`src/rtl/seg7_pkg.sv`:
```
// Shared seven-segment constants for the segment encoder and the scan-capture block.
// Segment bit order is {g,f,e,d,c,b,a}, bit 0 = a, active high.
package seg7_pkg;

    localparam int unsigned NUM_DIGITS_DEFAULT = 4;

    localparam logic [6:0] SEG_BLANK   = 7'h00;
    localparam logic [3:0] BCD_INVALID = 4'hF;

    // Index i holds the segment pattern for decimal digit i.
    localparam logic [6:0] SEG_DIGIT [10] = '{
        7'h3F, 7'h06, 7'h5B, 7'h4F, 7'h66,
        7'h6D, 7'h7D, 7'h07, 7'h7F, 7'h6F
    };

    typedef enum logic [0:0] {
        StEmpty,
        StCollect
    } cap_state_t;

endpackage

```
`src/rtl/seg7_pattern_decode.sv`:
```
// Combinational segment-pattern to BCD decoder; unknown patterns (blank included)
// decode to BCD_INVALID with err set.
module seg7_pattern_decode
    import seg7_pkg::*;
(
    input  logic [6:0] seg,
    output logic [3:0] bcd,
    output logic       err
);

    always_comb begin
        bcd = BCD_INVALID;
        err = 1'b1;
        for (int i = 0; i < 10; i++) begin
            if (seg != SEG_BLANK && seg == SEG_DIGIT[i]) begin
                bcd = 4'(i);
                err = 1'b0;
            end
        end
    end

endmodule

```
`src/rtl/seg7_scan_capture.sv`:
```
// Captures a multiplexed seven-segment display scan into a BCD frame once every
// digit position has been seen stable for STABLE_CYCLES consecutive samples.
module seg7_scan_capture
    import seg7_pkg::*;
#(
    parameter int unsigned STABLE_CYCLES = 4,
    parameter int unsigned NUM_DIGITS    = NUM_DIGITS_DEFAULT
) (
    input  logic                    clk,
    input  logic                    rst,
    input  logic [6:0]              seg,
    input  logic [NUM_DIGITS-1:0]   dig_en,
    input  logic                    out_ready,
    output logic                    out_valid,
    output logic [4*NUM_DIGITS-1:0] out_bcd,
    output logic [NUM_DIGITS-1:0]   out_err,
    output logic                    overrun
);

    localparam logic [3:0] RUN_MAX = 4'(STABLE_CYCLES);

    // Sample stage and run tracking
    logic [6:0]            seg_q;
    logic [NUM_DIGITS-1:0] en_q;
    logic [3:0]            run_q, run_d;
    logic                  written_q, written_d;
    logic                  same_sample;
    logic                  capturable;
    logic                  slot_wr;

    // Frame assembly
    cap_state_t                       state_q, state_d;
    logic [NUM_DIGITS-1:0]            mask_q, mask_d;
    logic [NUM_DIGITS-1:0]            mask_wr;
    logic [NUM_DIGITS-1:0][3:0]       slot_bcd_q, slot_bcd_d;
    logic [NUM_DIGITS-1:0]            slot_err_q, slot_err_d;
    logic                             frame_full;
    logic                             accept;

    // Output buffer
    logic                             valid_q, valid_d;
    logic [NUM_DIGITS-1:0][3:0]       obcd_q, obcd_d;
    logic [NUM_DIGITS-1:0]            oerr_q, oerr_d;
    logic                             overrun_q, overrun_d;

    logic [3:0] dec_bcd;
    logic       dec_err;

    seg7_pattern_decode u_decode (
        .seg (seg_q),
        .bcd (dec_bcd),
        .err (dec_err)
    );

    always_comb begin
        same_sample = (seg == seg_q) && (dig_en == en_q);
        if (!same_sample) begin
            run_d = 4'd1;
        end else if (run_q >= RUN_MAX) begin
            run_d = RUN_MAX;
        end else begin
            run_d = run_q + 4'd1;
        end

        capturable = ($countones(en_q) == 1);
        // Fires once per run: the cycle after the counter has reached the threshold.
        slot_wr    = (run_q == RUN_MAX) && !written_q && capturable;

        if (!same_sample) begin
            written_d = 1'b0;
        end else if (slot_wr) begin
            written_d = 1'b1;
        end else begin
            written_d = written_q;
        end
    end

    always_comb begin
        slot_bcd_d = slot_bcd_q;
        slot_err_d = slot_err_q;
        mask_wr    = (state_q == StEmpty) ? '0 : mask_q;
        if (slot_wr) begin
            for (int i = 0; i < NUM_DIGITS; i++) begin
                if (en_q[i]) begin
                    slot_bcd_d[i] = dec_bcd;
                    slot_err_d[i] = dec_err;
                    mask_wr[i]    = 1'b1;
                end
            end
        end

        frame_full = &mask_wr;
        accept     = !valid_q || out_ready;
        mask_d     = frame_full ? '0 : mask_wr;
        state_d    = (mask_d != '0) ? StCollect : StEmpty;

        valid_d   = valid_q;
        obcd_d    = obcd_q;
        oerr_d    = oerr_q;
        overrun_d = overrun_q;
        if (frame_full && accept) begin
            valid_d = 1'b1;
            obcd_d  = slot_bcd_d;
            oerr_d  = slot_err_d;
        end else if (frame_full) begin
            overrun_d = 1'b1;
        end else if (valid_q && out_ready) begin
            valid_d = 1'b0;
        end
    end

    always_ff @(posedge clk) begin
        if (rst) begin
            seg_q      <= '0;
            en_q       <= '0;
            run_q      <= '0;
            written_q  <= 1'b0;
            state_q    <= StEmpty;
            mask_q     <= '0;
            slot_bcd_q <= '0;
            slot_err_q <= '0;
            valid_q    <= 1'b0;
            obcd_q     <= '0;
            oerr_q     <= '0;
            overrun_q  <= 1'b0;
        end else begin
            seg_q      <= seg;
            en_q       <= dig_en;
            run_q      <= run_d;
            written_q  <= written_d;
            state_q    <= state_d;
            mask_q     <= mask_d;
            slot_bcd_q <= slot_bcd_d;
            slot_err_q <= slot_err_d;
            valid_q    <= valid_d;
            obcd_q     <= obcd_d;
            oerr_q     <= oerr_d;
            overrun_q  <= overrun_d;
        end
    end

    assign out_valid = valid_q;
    assign out_bcd   = obcd_q;
    assign out_err   = oerr_q;
    assign overrun   = overrun_q;

endmodule

```
`config.mk`:
```
export PLATFORM = sky130hd
export DESIGN_NAME = seg7_scan_capture
export DESIGN_NICKNAME = d
export VERILOG_FILES = /design/src/rtl/seg7_pkg.sv /design/src/rtl/seg7_pattern_decode.sv /design/src/rtl/seg7_scan_capture.sv
export SDC_FILE = /design/constraint.sdc
export NUM_CORES = 1
export LEC_CHECK = 0
export CAP_MARGIN = 20
export CORE_MARGIN = 1
export CORE_UTILIZATION = 55
export CTS_CLUSTER_SIZE = 24
export DETAILED_ROUTE_END_ITERATION = 8
export PLACE_DENSITY = 0.85
export SKIP_CTS_REPAIR_TIMING = 1
export SYNTH_ARGS = -nofsm -noshare
export SYNTH_HDL_FRONTEND = slang
export SYNTH_SLANG_ARGS = --single-unit
export TNS_END_PERCENT = 10
```
`constraint.sdc`:
```
create_clock -name clk -period 3.59 [get_ports clk]
set_input_delay 0.718 -clock clk [delete_from_list [all_inputs] [get_ports clk]]
set_output_delay 0.718 -clock clk [all_outputs]
set_load 0.02 [all_outputs]
```
== After elaboration in Yosys (flattened, before gate mapping) ==
Cells that the tools add are included.

* Add/subtract/negate cells: 4
* $lt $le $gt $ge: 1
* Eq/ne operators: 15
* Mux-type cells: 43
* Bitwise logic cells: 2
* Reduce and logical (&&, ||, !) cells: 26

{| class="wikitable"
|+ Operator list
! operator !! count
|-
| $mux 4 || 18
|-
| $eq 7x7->1 const B || 7
|-
| $mux 1 || 23
|-
| $mux 16 || 1
|-
| $logic_and 1x1->1 || 15
|-
| $eq 7x3->1 const B || 2
|-
| $eq 7x6->1 const B || 1
|-
| $eq 7x7->1 || 1
|-
| $reduce_bool 7->1 || 1
|-
| $reduce_and 5->1 || 1
|-
| $add 1x1->2 || 2
|-
| $add 4x1->4 const B || 1
|-
| $eq 4x3->1 const B || 1
|-
| $eq 4x4->1 || 1
|-
| $ge 4x3->1 const B || 1
|-
| $reduce_and 4->1 || 1
|-
| $reduce_bool 4->1 || 1
|-
| $add 2x2->3 || 1
|-
| $eq 3x1->1 const B || 1
|-
| $mux 3 || 1
|-
| $reduce_or 3->1 || 1
|-
| $logic_not 1->1 || 2
|-
| $ne 2x1->1 const B || 1
|-
| $not 1->1 || 2
|-
| other kinds (4) || 4
|}

* Flip-flop bits (word level): 63
* Bits of input ports: 14
* Logic and storage cells: 111

== Logic depth before layout (Yosys ltp) ==
Gate-level depths: netlist of the first run.

* Word-level depth: 14
* Gate-level depth with buffers: 12
* Gate-level depth less buffers: 10

== Hierarchy ==
Synthesis of the first run repeated with hierarchy kept, for this count alone.

* Cells, all modules: 306
* Area, all modules: 3057.9 um^2

{| class="wikitable"
|+ By module, submodules not included
! module !! times used !! cells an instance !! area each (um^2)
|-
| seg7_scan_capture || 1 || 265 || 2761.4
|-
| seg7_pattern_decode || 1 || 41 || 296.5
|}

== Worst setup path before layout of the first run ==
No wires, ideal clock.

* Path type: reg-to-reg
* Start point: register en_q[0]
* End point: register oerr_q[2] (netlist: out_err[2])
* Arrival time: 2.563 ns
* Required time: 3.457 ns
* Path slack: 0.894 ns
* Cell stages (with the launch flop): 12
* Buffers on the path: 1
* Cell sequence: dfxtp_1 inv_1 fa_1 inv_1 ha_1 ha_1 nor4bb_1 a22o_1 o2111ai_2 nor2_1 buf_4 a311oi_2

* Word-level cells in the longest chain between the ends: 7

{| class="wikitable"
|+ Ends and longest elaborated chain
! what !! line !! RTL
|-
| from (decl) || seg7_scan_capture.sv:24 || <nowiki>logic [NUM_DIGITS-1:0] en_q;</nowiki>
|-
| from (signal assigned) || seg7_scan_capture.sv:128 || <nowiki>en_q <= dig_en;</nowiki>
|-
| $add 1x1->2 (not written as such) || seg7_scan_capture.sv:65 || <nowiki>capturable = ($countones(en_q) == 1);</nowiki>
|-
| $add 2x2->3 (not written as such) || seg7_scan_capture.sv:65 ||
|-
| $eq 3x1->1 || seg7_scan_capture.sv:65 ||
|-
| $logic_and 1x1->1 || seg7_scan_capture.sv:67 || <nowiki>slot_wr = (run_q == RUN_MAX) && !written_q && capturable;</nowiki>
|-
| $mux 4 || seg7_scan_capture.sv:82 || <nowiki>if (slot_wr) begin</nowiki>
|-
| $reduce_and 4->1 || seg7_scan_capture.sv:92 || <nowiki>frame_full = &mask_wr;</nowiki>
|-
| $logic_and 1x1->1 || seg7_scan_capture.sv:101 || <nowiki>if (frame_full && accept) begin</nowiki>
|-
| to (signal assigned) || seg7_scan_capture.sv:137 || <nowiki>oerr_q <= oerr_d;</nowiki>
|-
| to (decl) || seg7_scan_capture.sv:43 || <nowiki>logic [NUM_DIGITS-1:0] oerr_q, oerr_d;</nowiki>
|}

Parallel ways exist; a longest one is shown, timed or not.
A chain may end at the register's enable or synchronous reset.

== Worst setup path after layout of the first run ==
* Start point: register en_q[0]
* End point: register oerr_q[0] (netlist: out_err[0])

The elaborated chain is that of the path after synthesis.

==> out/qor.yml, run 1 <==
synth:
  yosysSeqAreaShare_pct: 45.0
  postSynthAreaPerCell_sq_um: 9.80
  syn-cell-area_sq_mm: 0.00280
  synth_commonest_cells: "dfxtp_1, nor2b_1, nor2_1"
  yosysMostFrequentCell: "dfxtp_1"
  synth_edf_count: 0
  synth_ff_type: "dfxtp_1"
  ys_top_cells_by_area: "dfxtp_1, a211oi_2, nor2b_1"
  syn_inst: 286
  yosysTopAreaCell: "dfxtp_1"
  synth_top_area_share_pct: 45.0
  synth_nets: 305
  ys_async_sr_fraction_pct: 0
  synth_cell_types: 49
  synth_warnings: 0
  ys_ff_latch: 63
global_routing:
  gr-total-overflow: 0
  antenna_found_initial: 0
  grt_max_degree: 56
  grt_pass1_vias: 2110
  grt_pass1_wl_mm: 9.98
  grtUsageTotal_pct: 24.8
route:
  drtPass1Iterations: 5
  ant_nets: 0
  drt_iter0_markers: 185
  totalWireLength_mm: 5.95
  vias: 2164
  viasPerCell: 5.53
  drc_errors: 0
  wl_per_cell_um: 15.2
placement:
  dp_cells: 374
  place_congestion: 0.847
  placed_area_sq_mm: 0.00317
  hpwl_mm: 3.90
  portBuffers: 35
sta:
  clock_skew_ns: 0.0112
  clock.fmax_mhz: 317
  period_share_pct: 87.9
  whs_ns: 0.486
  drv_slew: 0
  setup_viol: 0
  hold_violations: 0
  rsz0062_at_grt: "false"
  tightest_slew_ns: 0.663
  fin_crit_ns: 3.15
  setup_tns_ns: 0
  relSlewSlack_pct: 55.8
clocking:
  cts_root_buffer: "clkbuf_8"
  tritoncts: "yes"
  cts-buffers-inserted: 9
  h-tree-depth: 3
  path_clk_slew_ns: 0.07
  clock_tree.buffer_depth: 2
  cts.sinks: 63
  clock_latency_ns: 0.34
flow_run:
  drv_cap: 0
layout:
  syn_to_final_growth_pct: 20.5
  stdcell_area_sq_mm: 0.00338
  antenna_cells: 0
  utilization_pct: 70.1
  drive_above_1_share_pct: 15.7
  layoutNonFillerInstCount: 391
  nets: 338
worst_setup_path:
  worstPathRequired_ns: 3.78
  crit_path_cell_trace: "inv_1, fa_1, inv_1, ha_1, ha_1, nor4bb_1, a22o_1, o2111ai_2, nor2_2, buf_4, a211oi_1"
  cp-end-kind: "register"
  crit_family: "adder cells"
  cp.arrival_ns: 3.35
  crit_buf_inv: 3
  worstSetupPathType: "reg -> reg"
  reg2reg_from: "en_q[0]"
  start_kind: "register"
  cp_max_fo: 20
  slowest_delay_ns: 0.54
  crit_start: "en_q[0]"
  critical-path-slowest-cell: "fa_1"
floorplan:
  die_area_sq_mm: 0.00539
  boundaryPins: 36
  die_h_um: 73.4
  row_count: 25
  core_area_sq_mm: 0.00482
  start_util_pct: 58.2
  die_w_um: 73.4
worst_hold_path:
  hp-start: "slot_err_q[2]"
  min_path_type: "reg -> reg"
status:
  status: "complete, no violations"
power_and_ir_drop:
  p_leak_nw: 1.21
  ir_worst_vdd_mv: 0.245
  power.density_mw_per_mm2: 417
cell usage in the layout, fill, tap and decap left out, drive strengths merged, types with 3 or more instances in the layout:
cell           synthesis  routed
o21a                   5       5
and3                   3       3
a211oi                21      21
nor2                  31      31
nand3                  7       7
xnor2                 12      12
nor3                   6       6
ha                     4       4
nand4                  3       3
nand2b                 3       3
clkbuf                 8      10
mux2i                  8       8
a22oi                  3       3
nand2                 12      12
buf                   10       6
clkinv                 0       3
a21oi                 13      13
nor2b                 35      35
inv                    8       8
dfxtp                 63      63
clkdlybuf4s50          0      34
worst reg2reg max path, stage by stage (launching register included):
cell and delay, ns:
dfxtp_1 0.40, inv_1 0.08, fa_1 0.54, inv_1 0.05
ha_1 0.17, ha_1 0.31, nor4bb_1 0.39, a22o_1 0.26
o2111ai_2 0.20, nor2_2 0.15, buf_4 0.33, a211oi_1 0.14
cell families after synthesis:
family | after synthesis | share of synthesized area (%)
AOI/OAI and AO/OA | 54 | 18.1
xor gates and xnor gates | 13 | 4.06
adders and majority gates | 5 | 2.50
buffers and inverters | 26 | 4.33
DFF | 63 | 45.0
muxes | 8 | 2.86
other | 1 | 0.134
and+or+nand+nor | 116 | 23.0
cell type report:
cell class,instances,area (sq um)
sequential,63,1260
inverter,8,30.0
multi-input combinational,197,1420
fill,390,1440
clock buffer,10,138
timing repair buffer,40,383
tap,67,83.8
clock inverter,6,60.1
path summary, 6_finish.rpt:
path / slack [ns] / to / cells past startpoint
setup reg to reg: 0.44 / out_err[0] / 11
hold reg to reg: 0.49 / slot_err_q[2] / 2
setup / recovery: 0.44 / out_err[0] / 11
hold / removal: 0.49 / slot_err_q[2] / 2
through the flow:
stage                     setup WS, ns  power (mW)
after floorplan                  0.894       0.784
final                            0.436        1.41
after global routing             0.203        1.46
after global placement           0.428       0.808
after detailed placement         0.314       0.810
after CTS                        0.253        1.41
layer usage:
metal  vias to the layer above  wire (um)  GRT usage (%)  share of wire (%)
met1                      1011       2690           31.6                 45
met4                         0        181           14.3                3.0
met3                        19        319           5.62                5.4
li1                       1057          -              -                  -
met5                         -          0              0                  0
met2                        77       2760           38.5                 46
power by group:
part	internal, mW	switching (mW)
clock network	0.335	0.276
registers	0.707	0.0155
logic	0.0371	0.0365
sequential cells by signal (all words and copies together) (netlist names), 4 cells and up:
name and cells:
out_err 4, out_bcd 16, slot_bcd_q 16, run_q 4, en_q 4, seg_q 7, slot_err_q 4, mask_q 4
No activity file was read; power rests on OpenSTA's default activity.
==> run 2, diff against run 1 <==
--- a/config.mk
+++ b/config.mk
@@ -6,7 +6,6 @@
 export NUM_CORES = 1
 export LEC_CHECK = 0
 export CAP_MARGIN = 20
-export CORE_MARGIN = 1
 export CORE_UTILIZATION = 55
 export CTS_CLUSTER_SIZE = 24
 export DETAILED_ROUTE_END_ITERATION = 8
==> results of run 2 <==
Same layout as run 1: the final DEF is identical, and so are final timing and power.
